### src/rtl/sr_digit_scan_ctrl_if.sv
// Handshake bundle between the digit scan controller and the shift-register driver.
// The controller is the master: it presents {digit, abcdefgh} with drv_load, the driver answers with drv_ready.
interface sr_digit_scan_ctrl_if #(
  parameter int w_digit = 4
);
  logic                drv_load;
  logic                drv_ready;
  logic [w_digit-1:0]  digit;
  logic [7:0]          abcdefgh;

  modport master (output drv_load, digit, abcdefgh, input drv_ready);
  modport slave  (input drv_load, digit, abcdefgh, output drv_ready);
endinterface

### src/rtl/sr_digit_scan_ctrl.sv
// Round-robin refresh scheduler: hands one {one-hot digit, pattern} pair per digit to the sr driver.
// Latency: pair valid one cycle after fetch; per-digit period dwell_cycles+2 with drv_ready high.
// Backpressure: drv_load and the pair are held stable until drv_ready; pattern writes never stall.
module sr_digit_scan_ctrl #(
  parameter int w_digit      = 4,
  parameter int dwell_cycles = 1000,
  parameter int w_idx        = $clog2(w_digit)
) (
  input  logic                 clk,
  input  logic                 rst_n,
  input  logic                 wr_en,
  input  logic [w_idx-1:0]     wr_addr,
  input  logic [7:0]           wr_data,
  input  logic                 blank,
  output logic [w_idx-1:0]     scan_idx,
  output logic                 frame_done,
  sr_digit_scan_ctrl_if.master drv
);

  localparam int w_cnt = (dwell_cycles > 1) ? $clog2(dwell_cycles) : 1;
  localparam logic [w_cnt-1:0]   dwell_load = w_cnt'(dwell_cycles - 1);
  localparam logic [w_idx-1:0]   last_idx   = w_idx'(w_digit - 1);
  localparam logic [w_idx:0]     n_digit    = (w_idx + 1)'(w_digit);
  localparam logic [w_digit-1:0] one_digit  = w_digit'(1);

  typedef enum logic [1:0] {
    FETCH = 2'd0,
    REQ   = 2'd1,
    DWELL = 2'd2
  } state_t;

  state_t            state;
  logic [w_cnt-1:0]  dwell_cnt;
  logic [7:0]        pattern [w_digit];
  logic              wr_ok;

  // The index is one bit wider than wr_addr so non-power-of-two digit counts can reject stray writes.
  assign wr_ok = wr_en && ({1'b0, wr_addr} < n_digit);

  always_ff @(posedge clk or negedge rst_n) begin
    if (!rst_n) begin
      for (int i = 0; i < w_digit; i++) begin
        pattern[i] <= '0;
      end
    end else if (wr_ok) begin
      pattern[wr_addr] <= wr_data;
    end
  end

  always_ff @(posedge clk or negedge rst_n) begin
    if (!rst_n) begin
      state        <= FETCH;
      dwell_cnt    <= '0;
      scan_idx     <= '0;
      frame_done   <= 1'b0;
      drv.drv_load <= 1'b0;
      drv.digit    <= '0;
      drv.abcdefgh <= '0;
    end else begin
      frame_done <= 1'b0;
      case (state)
        FETCH: begin
          // Reads the pre-edge pattern, so a same-cycle write shows up on the next visit.
          if (blank) begin
            drv.digit    <= '0;
            drv.abcdefgh <= '0;
          end else begin
            drv.digit    <= one_digit << scan_idx;
            drv.abcdefgh <= pattern[scan_idx];
          end
          drv.drv_load <= 1'b1;
          state        <= REQ;
        end
        REQ: begin
          if (drv.drv_ready) begin
            drv.drv_load <= 1'b0;
            dwell_cnt    <= dwell_load;
            state        <= DWELL;
          end
        end
        DWELL: begin
          if (dwell_cnt != '0) begin
            dwell_cnt <= dwell_cnt - 1'b1;
          end else begin
            if (scan_idx == last_idx) begin
              scan_idx   <= '0;
              frame_done <= 1'b1;
            end else begin
              scan_idx <= scan_idx + 1'b1;
            end
            state <= FETCH;
          end
        end
        default: state <= FETCH;
      endcase
    end
  end

endmodule

### src/flat_wrapper.sv
// flat-port wrapper written by rule: the top's interface ports become plain ports
module sr_digit_scan_ctrl_flat 
#(
  parameter int w_digit      = 4,
  parameter int dwell_cycles = 1000,
  parameter int w_idx        = $clog2(w_digit)
)
  (clk, rst_n, wr_en, wr_addr, wr_data, blank, scan_idx, frame_done, drv_drv_load, drv_digit, drv_abcdefgh, drv_drv_ready);
  sr_digit_scan_ctrl_if #(.w_digit(w_digit)) drv_i ();
  input  logic clk;
  input  logic rst_n;
  input  logic wr_en;
  input  logic [w_idx-1:0] wr_addr;
  input  logic [7:0] wr_data;
  input  logic blank;
  output logic [w_idx-1:0] scan_idx;
  output logic frame_done;
  output wire logic [$bits(drv_i.drv_load)-1:0] drv_drv_load;
  output wire logic [$bits(drv_i.digit)-1:0] drv_digit;
  output wire logic [$bits(drv_i.abcdefgh)-1:0] drv_abcdefgh;
  input wire logic [$bits(drv_i.drv_ready)-1:0] drv_drv_ready;
  assign drv_drv_load = drv_i.drv_load;
  assign drv_digit = drv_i.digit;
  assign drv_abcdefgh = drv_i.abcdefgh;
  assign drv_i.drv_ready = drv_drv_ready;
  sr_digit_scan_ctrl #(.w_digit(w_digit), .dwell_cycles(dwell_cycles), .w_idx(w_idx)) u_core (.clk(clk), .rst_n(rst_n), .wr_en(wr_en), .wr_addr(wr_addr), .wr_data(wr_data), .blank(blank), .scan_idx(scan_idx), .frame_done(frame_done), .drv(drv_i));
endmodule
### config.mk
export PLATFORM = sky130hd
export DESIGN_NAME = sr_digit_scan_ctrl_flat
export DESIGN_NICKNAME = d
export VERILOG_FILES = /design/src/rtl/sr_digit_scan_ctrl_if.sv /design/src/rtl/sr_digit_scan_ctrl.sv /design/src/flat_wrapper.sv
export SDC_FILE = /design/constraint.sdc
export NUM_CORES = 1
export LEC_CHECK = 0
export ABC_AREA = 1
export CAP_MARGIN = 20
export CORE_UTILIZATION = 56
export CTS_CLUSTER_SIZE = 30
export DETAILED_ROUTE_END_ITERATION = 7
export PLACE_DENSITY = 0.8
export SKIP_CTS_REPAIR_TIMING = 1
export SYNTH_ARGS = -nofsm -noshare
export SYNTH_HDL_FRONTEND = slang
export SYNTH_SLANG_ARGS = --single-unit
### constraint.sdc
create_clock -name clk -period 1.8 [get_ports clk]
set_clock_uncertainty 0.1 [all_clocks]
set_input_delay 0.36 -clock clk [delete_from_list [all_inputs] [get_ports clk]]
set_output_delay 0.36 -clock clk [all_outputs]
set_load 0.02 [all_outputs]
Word level (Yosys, flattened, before mapping)

Index checks and enable logic that the tools add are counted.

Flip-flop bits (word level): 60
Input port bits: 15
Output and inout port bits: 16
Word-level logic and storage cells: 55

Add/sub/neg operators: 2
Order comparisons: 3
Equality and inequality tests: 6
Shift-type cells: 1
Mux-type cells: 20
Bitwise operators: 3
Reductions and logical operators: 9

Operators by type and width:

| operator                                                  | number |
|---|---|
| bitwise mux 32 bit                                        | 1 |
| two-way mux 8 bit                                         | 4 |
| two-way mux 10 bit                                        | 2 |
| case mux 10 bit (2 select lines)                          | 1 |
| binary-select mux 8 bit (select 2 bit)                    | 1 |
| demux 8 bit (select 2 bit)                                | 1 |
| nonzero test 10 bit                                       | 1 |
| subtractor 10 x 1 -> 10 bit (second input constant)       | 1 |
| greater-or-equal comparator 3 bit (second input constant) | 2 |
| two-way mux 2 bit                                         | 3 |
| NOT 2 -> 3 bit                                            | 2 |
| case mux 2 bit (3 select lines)                           | 1 |
| AND reduction 2 bit                                       | 3 |
| equality test 2 bit (second input constant)               | 2 |
| two-way mux 1 bit                                         | 4 |
| two-way mux 4 bit                                         | 1 |
| inequality test 2 bit (second input constant)             | 2 |
| nonzero test 2 bit                                        | 2 |
| left shift 1 x 2 -> 4 bit (first input constant)          | 1 |
| < comparator 3 x 1 -> 1 bit (second input constant)       | 1 |
| AND reduction 3 bit                                       | 1 |
| adder 2 x 1 -> 2 bit (second input constant)              | 1 |
| equality test 2 x 1 -> 1 bit (second input constant)      | 1 |
| zero test 2 bit                                           | 1 |
| 4 further kinds                                           | 4 |

Logic depth before layout (Yosys ltp)

Gate-level depths: netlist of run 1.

Depth in word-level cells: 6
Mapped depth: 9

Least setup slack after synthesis of run 1

OpenSTA, ideal clock, no wires.

Path kind: register to register
From: reg u_core.scan_idx[0]
To: reg u_core.scan_idx[1]
Library setup time: 0.127 ns
Data arrival time: 1.313 ns
Data required time: 1.573 ns
Slack: 0.260 ns
Cell stages (with the launch flop): 7
Path buffers: 2
Clock period less this slack: 1.540 ns
Path through: dfrtp_1 > buf_2 > inv_2 > buf_4 > ha_1 > nor2_1 > a21oi_1

Cells in the longest elaborated chain, start to end: 2

RTL lines:

| what                                                               | RTL line                                           | RTL |
|---|---|---|
| from (decl)                                                        | sr_digit_scan_ctrl.sv:15                           | `output logic [w_idx-1:0] scan_idx,` |
| from (signal assigned)                                             | sr_digit_scan_ctrl.sv:89                           | `scan_idx <= scan_idx + 1'b1;` |
| adder 2 x 1 -> 2 bit / equality test 2 bit (equally long branches) | sr_digit_scan_ctrl.sv:89, sr_digit_scan_ctrl.sv:85 |  |
| two-way mux 2 bit *                                                | sr_digit_scan_ctrl.sv:85                           | `if (scan_idx == last_idx) begin` |

Mark *: on every way between the ends. The rest lies on a longest branch, timed or not.
A chain may end at the register's enable or synchronous reset.

Worst setup path in the final report of run 1

From: reg u_core.drv.drv_load
To: out drv_drv_load

RTL lines:

| what                   | RTL line                    | RTL |
|---|---|---|
| from (decl)            | sr_digit_scan_ctrl_if.sv:11 | `modport master (output drv_load, digit, abcdefgh, input drv_ready);` |
| from (signal assigned) | sr_digit_scan_ctrl.sv:56    | `drv.drv_load <= 1'b0;` |
| from (signal assigned) | sr_digit_scan_ctrl.sv:71    | `drv.drv_load <= 1'b1;` |
| from (signal assigned) | sr_digit_scan_ctrl.sv:76    | `drv.drv_load <= 1'b0;` |
| to (decl)              | flat_wrapper.sv:18          | `output wire logic [$bits(drv_i.drv_load)-1:0] drv_drv_load;` |

No word-level cell between the ends.

==> flow_summary_export.csv, run 1 <==
group,metric,value,unit
status,status,"complete, no violations",
placed_design,gp_congestion,0.818,
floorplan,core-area,0.00475,mm^2
worst_setup_path,path_class,"reg2out",
layout,stdcell_count,440,
global_routing,grt_start_max_net_pins,27,
worst_setup_path,critical_path_buf_inv_count,1,
drt,drc,0,
synth,syn-cell-area,0.00280,mm^2
layout,antenna_cells,0,
worst_setup_path,cp.arrival,1290,ps
power,clkPwrFrac,0.284,
sta,fin_hold_ws,378,ps
power,seq_power_share,0.416,
synth,ys_ff_latch,60,
clock_network,cts_root_buffer,"clkbuf_8",
sta,hold_violations,0,
power,p_switching,1.57,mW
worst_setup_path,slowest_stage,"clkdlybuf4s50_1",
floorplan,initial_core_util,0.589,
worst_setup_path,crit_path_end_kind,"output pin",
placed_design,place_inst,424,
sta,rsz0062_at_grt,"false",
worst_setup_path,critPathLaunch,"u_core.drv.drv_load$_DFFE_PN0P_",
floorplan,die_x,72.7,um
placed_design,dpl_cell_area,0.00323,mm^2
synth,synth_fp_nets,347,
worst_setup_path,critPathMaxFanout,2,
min_path,hp-start,"u_core.drv.abcdefgh[3]$_DFFE_PN0P_",
placed_design,hpwl,3.90,mm
power,p_int,3.06,mW
power,static-leakage-power,1.76,nW
min_path,whs_path_depth,2,
flow_run,drv_cap,0,
worst_setup_path,critPathMaxStageDelay,610,ps
global_routing,grt_pass1_wl,9.45,mm
worst_setup_path,worstReg2RegEnd,"u_core.dwell_cnt[6]$_DFFE_PN0P_",
global_routing,antenna_found_initial,0,
sta,final_max_slew_viol_count,0,
min_path,hold_end,"u_core.drv.abcdefgh[3]$_DFFE_PN0P_",
worst_setup_path,crit_chain,"clkdlybuf4s50_1",
worst_setup_path,crit_family,"buffers and inverters",
floorplan,rows,25,
layout,fillCellCount,387,
sta,min_period_over_period,0.974,
global_routing,grt_remaining_overflow,0,
clock_network,clk_latency,330,ps
sta,period_minus_slack,1750,ps
floorplan,io_pins,31,
drt,drt_iter0_drc,180,
floorplan,die_height,72.7,um
sta,maxSlewHeadroom,0.680,
clock_network,cts_sinks,60,
power,ir_drop,0.000748,V
worst_setup_path,worstPathRequired,1340,ps
power,p_comb_frac,0.300,
clock_network,clk_transition_reported_paths,60,ps
worst_setup_path,rr_worst_depth,9,
worst_setup_path,startpoint_type,"flip-flop",
clock_network,cts-buffers-inserted,9,
global_routing,grt_usage,0.243,
layout,most-common-layout-cells,"nand2_1, dfrtp_1, o21ai_0",
clock_network,clockBufferDepth,2,
worst_setup_path,r2r_setup_slack,170,ps
power,p_total,4.63,mW
sta,clock.fmax,0.571,GHz
drt,drt_wl_total,5.82,mm
synth,yosysSeqAreaShare,0.536,
synth,syn_area_per_cell,8.57,um^2
global_routing,grt_pass1_vias,2015,
sta,tightest_slew,480,ps
sta,postLayoutSetupSlackWorst,47.4,ps
drt,vias_per_cell,5.32,
layout,final_nets,389,
worst_setup_path,r2r_start,"u_core.dwell_cnt[0]$_DFFE_PN0P_",
drt,vias,2340,
sta,setup_viol,0,
layout,drive_gt1_frac,0.113,
clock_network,cts_max_level,3,
placed_design,portBuffers,30,
power,switching_share,0.340,
synth,syn_inst,327,
power,powerDensity,1340,mW/mm^2
layout,final_area,0.00347,mm^2
worst_setup_path,worstSetupPathDepth,1,
drt,wire_per_inst,13.2,um
synth,ys_types,26,
drt,dr.pass1.iters,5,
layout,area_growth,23.7,%
synth,ys_warn_count,0,
min_path,worst_hold_path_type,"reg2reg",
clock_network,cts_tree,"yes",
layout,layout_commonest_cell,"nand2_1",
drt,ant_nets,0,
floorplan,die_area,0.00529,mm^2
placed_design,pre_cts_ws,17.0,ps
## per-stage QoR
step,setup TNS (ps),util
6_report,0,0.729
5_1_grt,0,0.729
4_1_cts,-78.5,0.725
3_5_place_dp,0,0.679
3_3_place_gp,0,0.679
2_1_floorplan,0,-
## worst max path at each step
stage | to | slack [ps]
after floorplan | u_core.scan_idx[1]$_DFFE_PN0P_ | 260
after global placement | u_core.pattern[14]$_DFFE_PN0P_ | 110
after detailed placement | u_core.pattern[10]$_DFFE_PN0P_ | 20
after CTS | scan_idx[1] | -80
after global routing | drv_abcdefgh[3] | 3
final | drv_drv_load | 50
## registers in the layout (all words and copies together), names as in the netlist
name                 flops
u_core.pattern          32
u_core.dwell_cnt        10
u_core.scan_idx          2
u_core.frame_done        1
u_core.drv.drv_load      1
u_core.drv.abcdefgh      8
u_core.state             2
u_core.drv.digit         4
## power groups by stage
stage | Sequential, mW | Clock, mW | Combinational, mW
after global placement | 1.92 | 0 | 1.35
after global routing | 1.97 | 1.39 | 1.56
final | 1.92 | 1.32 | 1.39
after detailed placement | 1.94 | 0 | 1.39
after CTS | 1.92 | 1.34 | 1.40
after floorplan | 2.04 | 0 | 0.799
## area by class of cell
type	instances	area, um^2	share of cell area
clock buffers	11	141	0.0408
multi-input cells	229	1140	0.329
repair buffers	42	423	0.122
well taps	67	83.8	0.0242
clock inverters	4	73.8	0.0213
flip-flops and latches	60	1500	0.433
inverters	27	101	0.0292
## kinds of logic after synthesis
group / Yosys count / share of synthesized area
AND/OR/NAND/NOR: 158 / 0.257
buffers and inverters: 38 / 0.0567
adder cells (fa/ha/maj): 5 / 0.0223
flip-flops: 60 / 0.536
XOR/XNOR: 1 / 0.00313
AO/OA/AOI/OAI: 65 / 0.125
## cell usage after synthesis
cell	n	area (um^2)
dfrtp_1	60	1500
buf_2	4	20.0
nand3_4	2	35.0
a21oi_1	2	10.0
inv_2	4	15.0
nand2_8	2	40.0
buf_4	3	22.5
nor2_4	2	22.5
nor2_1	30	113
inv_1	22	82.6
nor2_2	3	18.8
nand2_2	2	12.5
nor3_1	1	5.00
nand3_1	21	105
clkbuf_1	4	15.0
xor2_1	1	8.76
o22ai_1	8	50.1
o21ai_0	50	250
o21ai_1	1	5.00
o21a_1	1	7.51
clkinv_1	1	3.75
ha_1	5	62.6
nand4_1	2	12.5
nand2_4	1	11.3
nand2_1	92	345
a22o_1	3	26.3
## routing by layer
layer,global-route usage,wire length (um)
met1,0.345,2700
met2,0.360,2710
met3,0.0760,362
met4,0.0719,49
met5,0,0
## worst reg2reg max path, cell delays in order (launching register included)
cell	delay, ps
dfrtp_1	390
inv_1	90
ha_1	240
nand3_4	120
nor2_4	170
nand2_4	100
nand2_8	120
nand2_8	80
nand2_1	70
nand2_1	50
Power figures use the tool's default switching activity.
==> run 2, diff against run 1 <==
--- a/config.mk
+++ b/config.mk
@@ -7,11 +7,13 @@
 export LEC_CHECK = 0
 export ABC_AREA = 1
 export CAP_MARGIN = 20
+export CORE_ASPECT_RATIO = 0.6
 export CORE_UTILIZATION = 56
 export CTS_CLUSTER_SIZE = 30
 export DETAILED_ROUTE_END_ITERATION = 7
 export PLACE_DENSITY = 0.8
 export SKIP_CTS_REPAIR_TIMING = 1
+export SLEW_MARGIN = 20
 export SYNTH_ARGS = -nofsm -noshare
 export SYNTH_HDL_FRONTEND = slang
 export SYNTH_SLANG_ARGS = --single-unit
==> run 2 against run 1 <==
Register-to-register slack worse by 50 ps. Sequential power is essentially flat. Power increased by 4.3%. Largest power group unchanged. Critical endpoint is now drv_abcdefgh[2]. Die area rose by 0.17%. Highest routed layer unchanged. Sequential share of layout area fell by 0.094 points. Critical path type unchanged.
==> flow_summary_export.csv, run 2 (synthesis gave the netlist of run 1 again) <==
group,metric,value,unit
clock_network,clk_transition_reported_paths,60,ps
drt,ant_nets,0,
sta,setup-tns-final,0,ps
layout,layout_commonest_cell,"nand2_1",
floorplan,core-area,0.00468,mm^2
global_routing,grt_start_max_net_pins,61,
global_routing,antenna_found_initial,0,
worst_setup_path,startpoint_type,"flip-flop",
clock_network,clk_latency,350,ps
floorplan,die_x,93.3,um
worst_setup_path,r2r_setup_slack,120,ps
clock_network,clockBufferDepth,2,
power,powerDensity,1390,mW/mm^2
flow_run,drv_cap,0,
floorplan,rows,19,
floorplan,die_area,0.00530,mm^2
clock_network,cts_tree,"yes",
placed_design,place_inst,417,
layout,drive_gt1_frac,0.111,
layout,register_area,0.00150,mm^2
min_path,whs_path_depth,2,
drt,dr.pass1.iters,5,
drt,drt_iter0_drc,233,
worst_setup_path,worstReg2RegEnd,"u_core.dwell_cnt[0]$_DFFE_PN0P_",
layout,reg_top3,"u_core.pattern: 32 flops, u_core.dwell_cnt: 10 flops, u_core.drv.abcdefgh: 8 flops",
sta,maxSlewHeadroom,0.706,
worst_setup_path,crit_path_end_kind,"output pin",
floorplan,initial_core_util,0.598,
worst_setup_path,rr_worst_depth,9,
worst_setup_path,critical_path_buf_inv_count,1,
layout,top_register,"u_core.pattern",
sta,final_max_slew_viol_count,0,
clock_network,cts-buffers-inserted,9,
worst_setup_path,path_class,"reg2out",
global_routing,grt_pass1_wl,10.1,mm
clock_network,cts_max_level,3,
sta,hold_violations,0,
min_path,worst_hold_path_type,"reg2reg",
sta,min_period_over_period,0.980,
layout,fillCellCount,341,
status,status,"complete, no violations",
drt,dr.max_layer_used,"met4",
sta,period_minus_slack,1760,ps
drt,wire_per_inst,14.3,um
drt,wirelength_met1,3.01,mm
layout,final_nets,386,
sta,clock.fmax,0.567,GHz
worst_setup_path,critPathMaxStageDelay,600,ps
floorplan,die_height,56.8,um
placed_design,gp_congestion,0.850,
sta,tightest_slew,439,ps
drt,vias,2341,
worst_setup_path,critPathMaxFanout,2,
min_path,hp-start,"u_core.pattern[23]$_DFFE_PN0P_",
layout,stdcell_count,434,
worst_setup_path,slowest_stage,"clkdlybuf4s50_1",
placed_design,pre_cts_ws,-5.12,ps
layout,final_util,0.742,
layout,area_growth,24.0,%
clock_network,cts_root_buffer,"clkbuf_8",
worst_setup_path,r2r_start,"u_core.dwell_cnt[0]$_DFFE_PN0P_",
drt,dr_wl_met3,523,um
placed_design,portBuffers,30,
global_routing,grt_pass1_vias,2090,
placed_design,hpwl,4.00,mm
layout,most-common-layout-cells,"nand2_1, dfrtp_1, o21ai_0",
drt,wl_met2,2.61,mm
power,ir_drop,0.000695,V
global_routing,grt_remaining_overflow,0,
drt,drc,0,
layout,antenna_cells,0,
layout,largest_reg_flops,32,
floorplan,io_pins,31,
sta,setup_viol,0,
drt,vias_per_cell,5.39,
worst_setup_path,cp.arrival,1300,ps
sta,postLayoutSetupSlackWorst,36.6,ps
drt,drt_wl_total,6.20,mm
worst_setup_path,worstPathRequired,1340,ps
worst_setup_path,crit_chain,"clkdlybuf4s50_1",
power,static-leakage-power,1.83,nW
sta,rsz0062_at_grt,"false",
clock_network,cts_sinks,60,
global_routing,grt_usage,0.266,
layout,multi_input_area,0.00114,mm^2
min_path,hold_end,"u_core.pattern[23]$_DFFE_PN0P_",
worst_setup_path,crit_family,"buffers and inverters",
-- run 2: worst max-delay path by stage --
stage                                                  start                             end  slack, ps  depth (start not counted)
final                     u_core.drv.abcdefgh[2]$_DFFE_PN0P_                 drv_abcdefgh[2]         40                          1
after global routing      u_core.drv.abcdefgh[2]$_DFFE_PN0P_                 drv_abcdefgh[2]       0.03                          1
after CTS                     u_core.scan_idx[0]$_DFFE_PN0P_                     scan_idx[0]        -70                          1
after detailed placement                          wr_addr[1]  u_core.pattern[10]$_DFFE_PN0P_         -5                          6
after global placement                            wr_addr[1]  u_core.pattern[14]$_DFFE_PN0P_        140                          6
after floorplan               u_core.scan_idx[0]$_DFFE_PN0P_  u_core.scan_idx[1]$_DFFE_PN0P_        260                          6
-- run 2: area by class of cell --
cell class / count / share of cell area
clock buffers: 12 / 0.0447
clock inverters: 4 / 0.0274
inverters: 27 / 0.0292
multi-input cells: 229 / 0.329
flip-flops and latches: 60 / 0.432
well taps: 63 / 0.0227
repair buffers: 39 / 0.115
-- run 2: worst min-delay path, stage by stage, from the launching register on --
cell and delay (ps):
dfrtp_1 340, nand2_1 50, o21ai_0 60
-- run 2: routing by layer --
metal,track usage,vias up
li1,-,1141
met1,0.391,1086
met2,0.366,108
met3,0.0921,6
met4,0.0923,0
met5,0,-
-- run 2: stage by stage --
stage / cell area (um^2) / power, mW / hold WS (ps)
floorplan: 2800 / 2.84 / -35.6
global route: 3470 / 5.11 / 404
finish: 3470 / 4.83 / 383
global placement: 3190 / 3.27 / 288
CTS: 3440 / 4.85 / -81.4
detailed placement: 3190 / 3.33 / 291
-- run 2: power by group --
| group | leakage, nW | switching (mW) | internal, mW |
|---|---|---|---|
| combinational | 0.950 | 0.837 | 0.556 |
| sequential | 0.752 | 0.240 | 1.69 |
| clock | 0.127 | 0.516 | 0.993 |
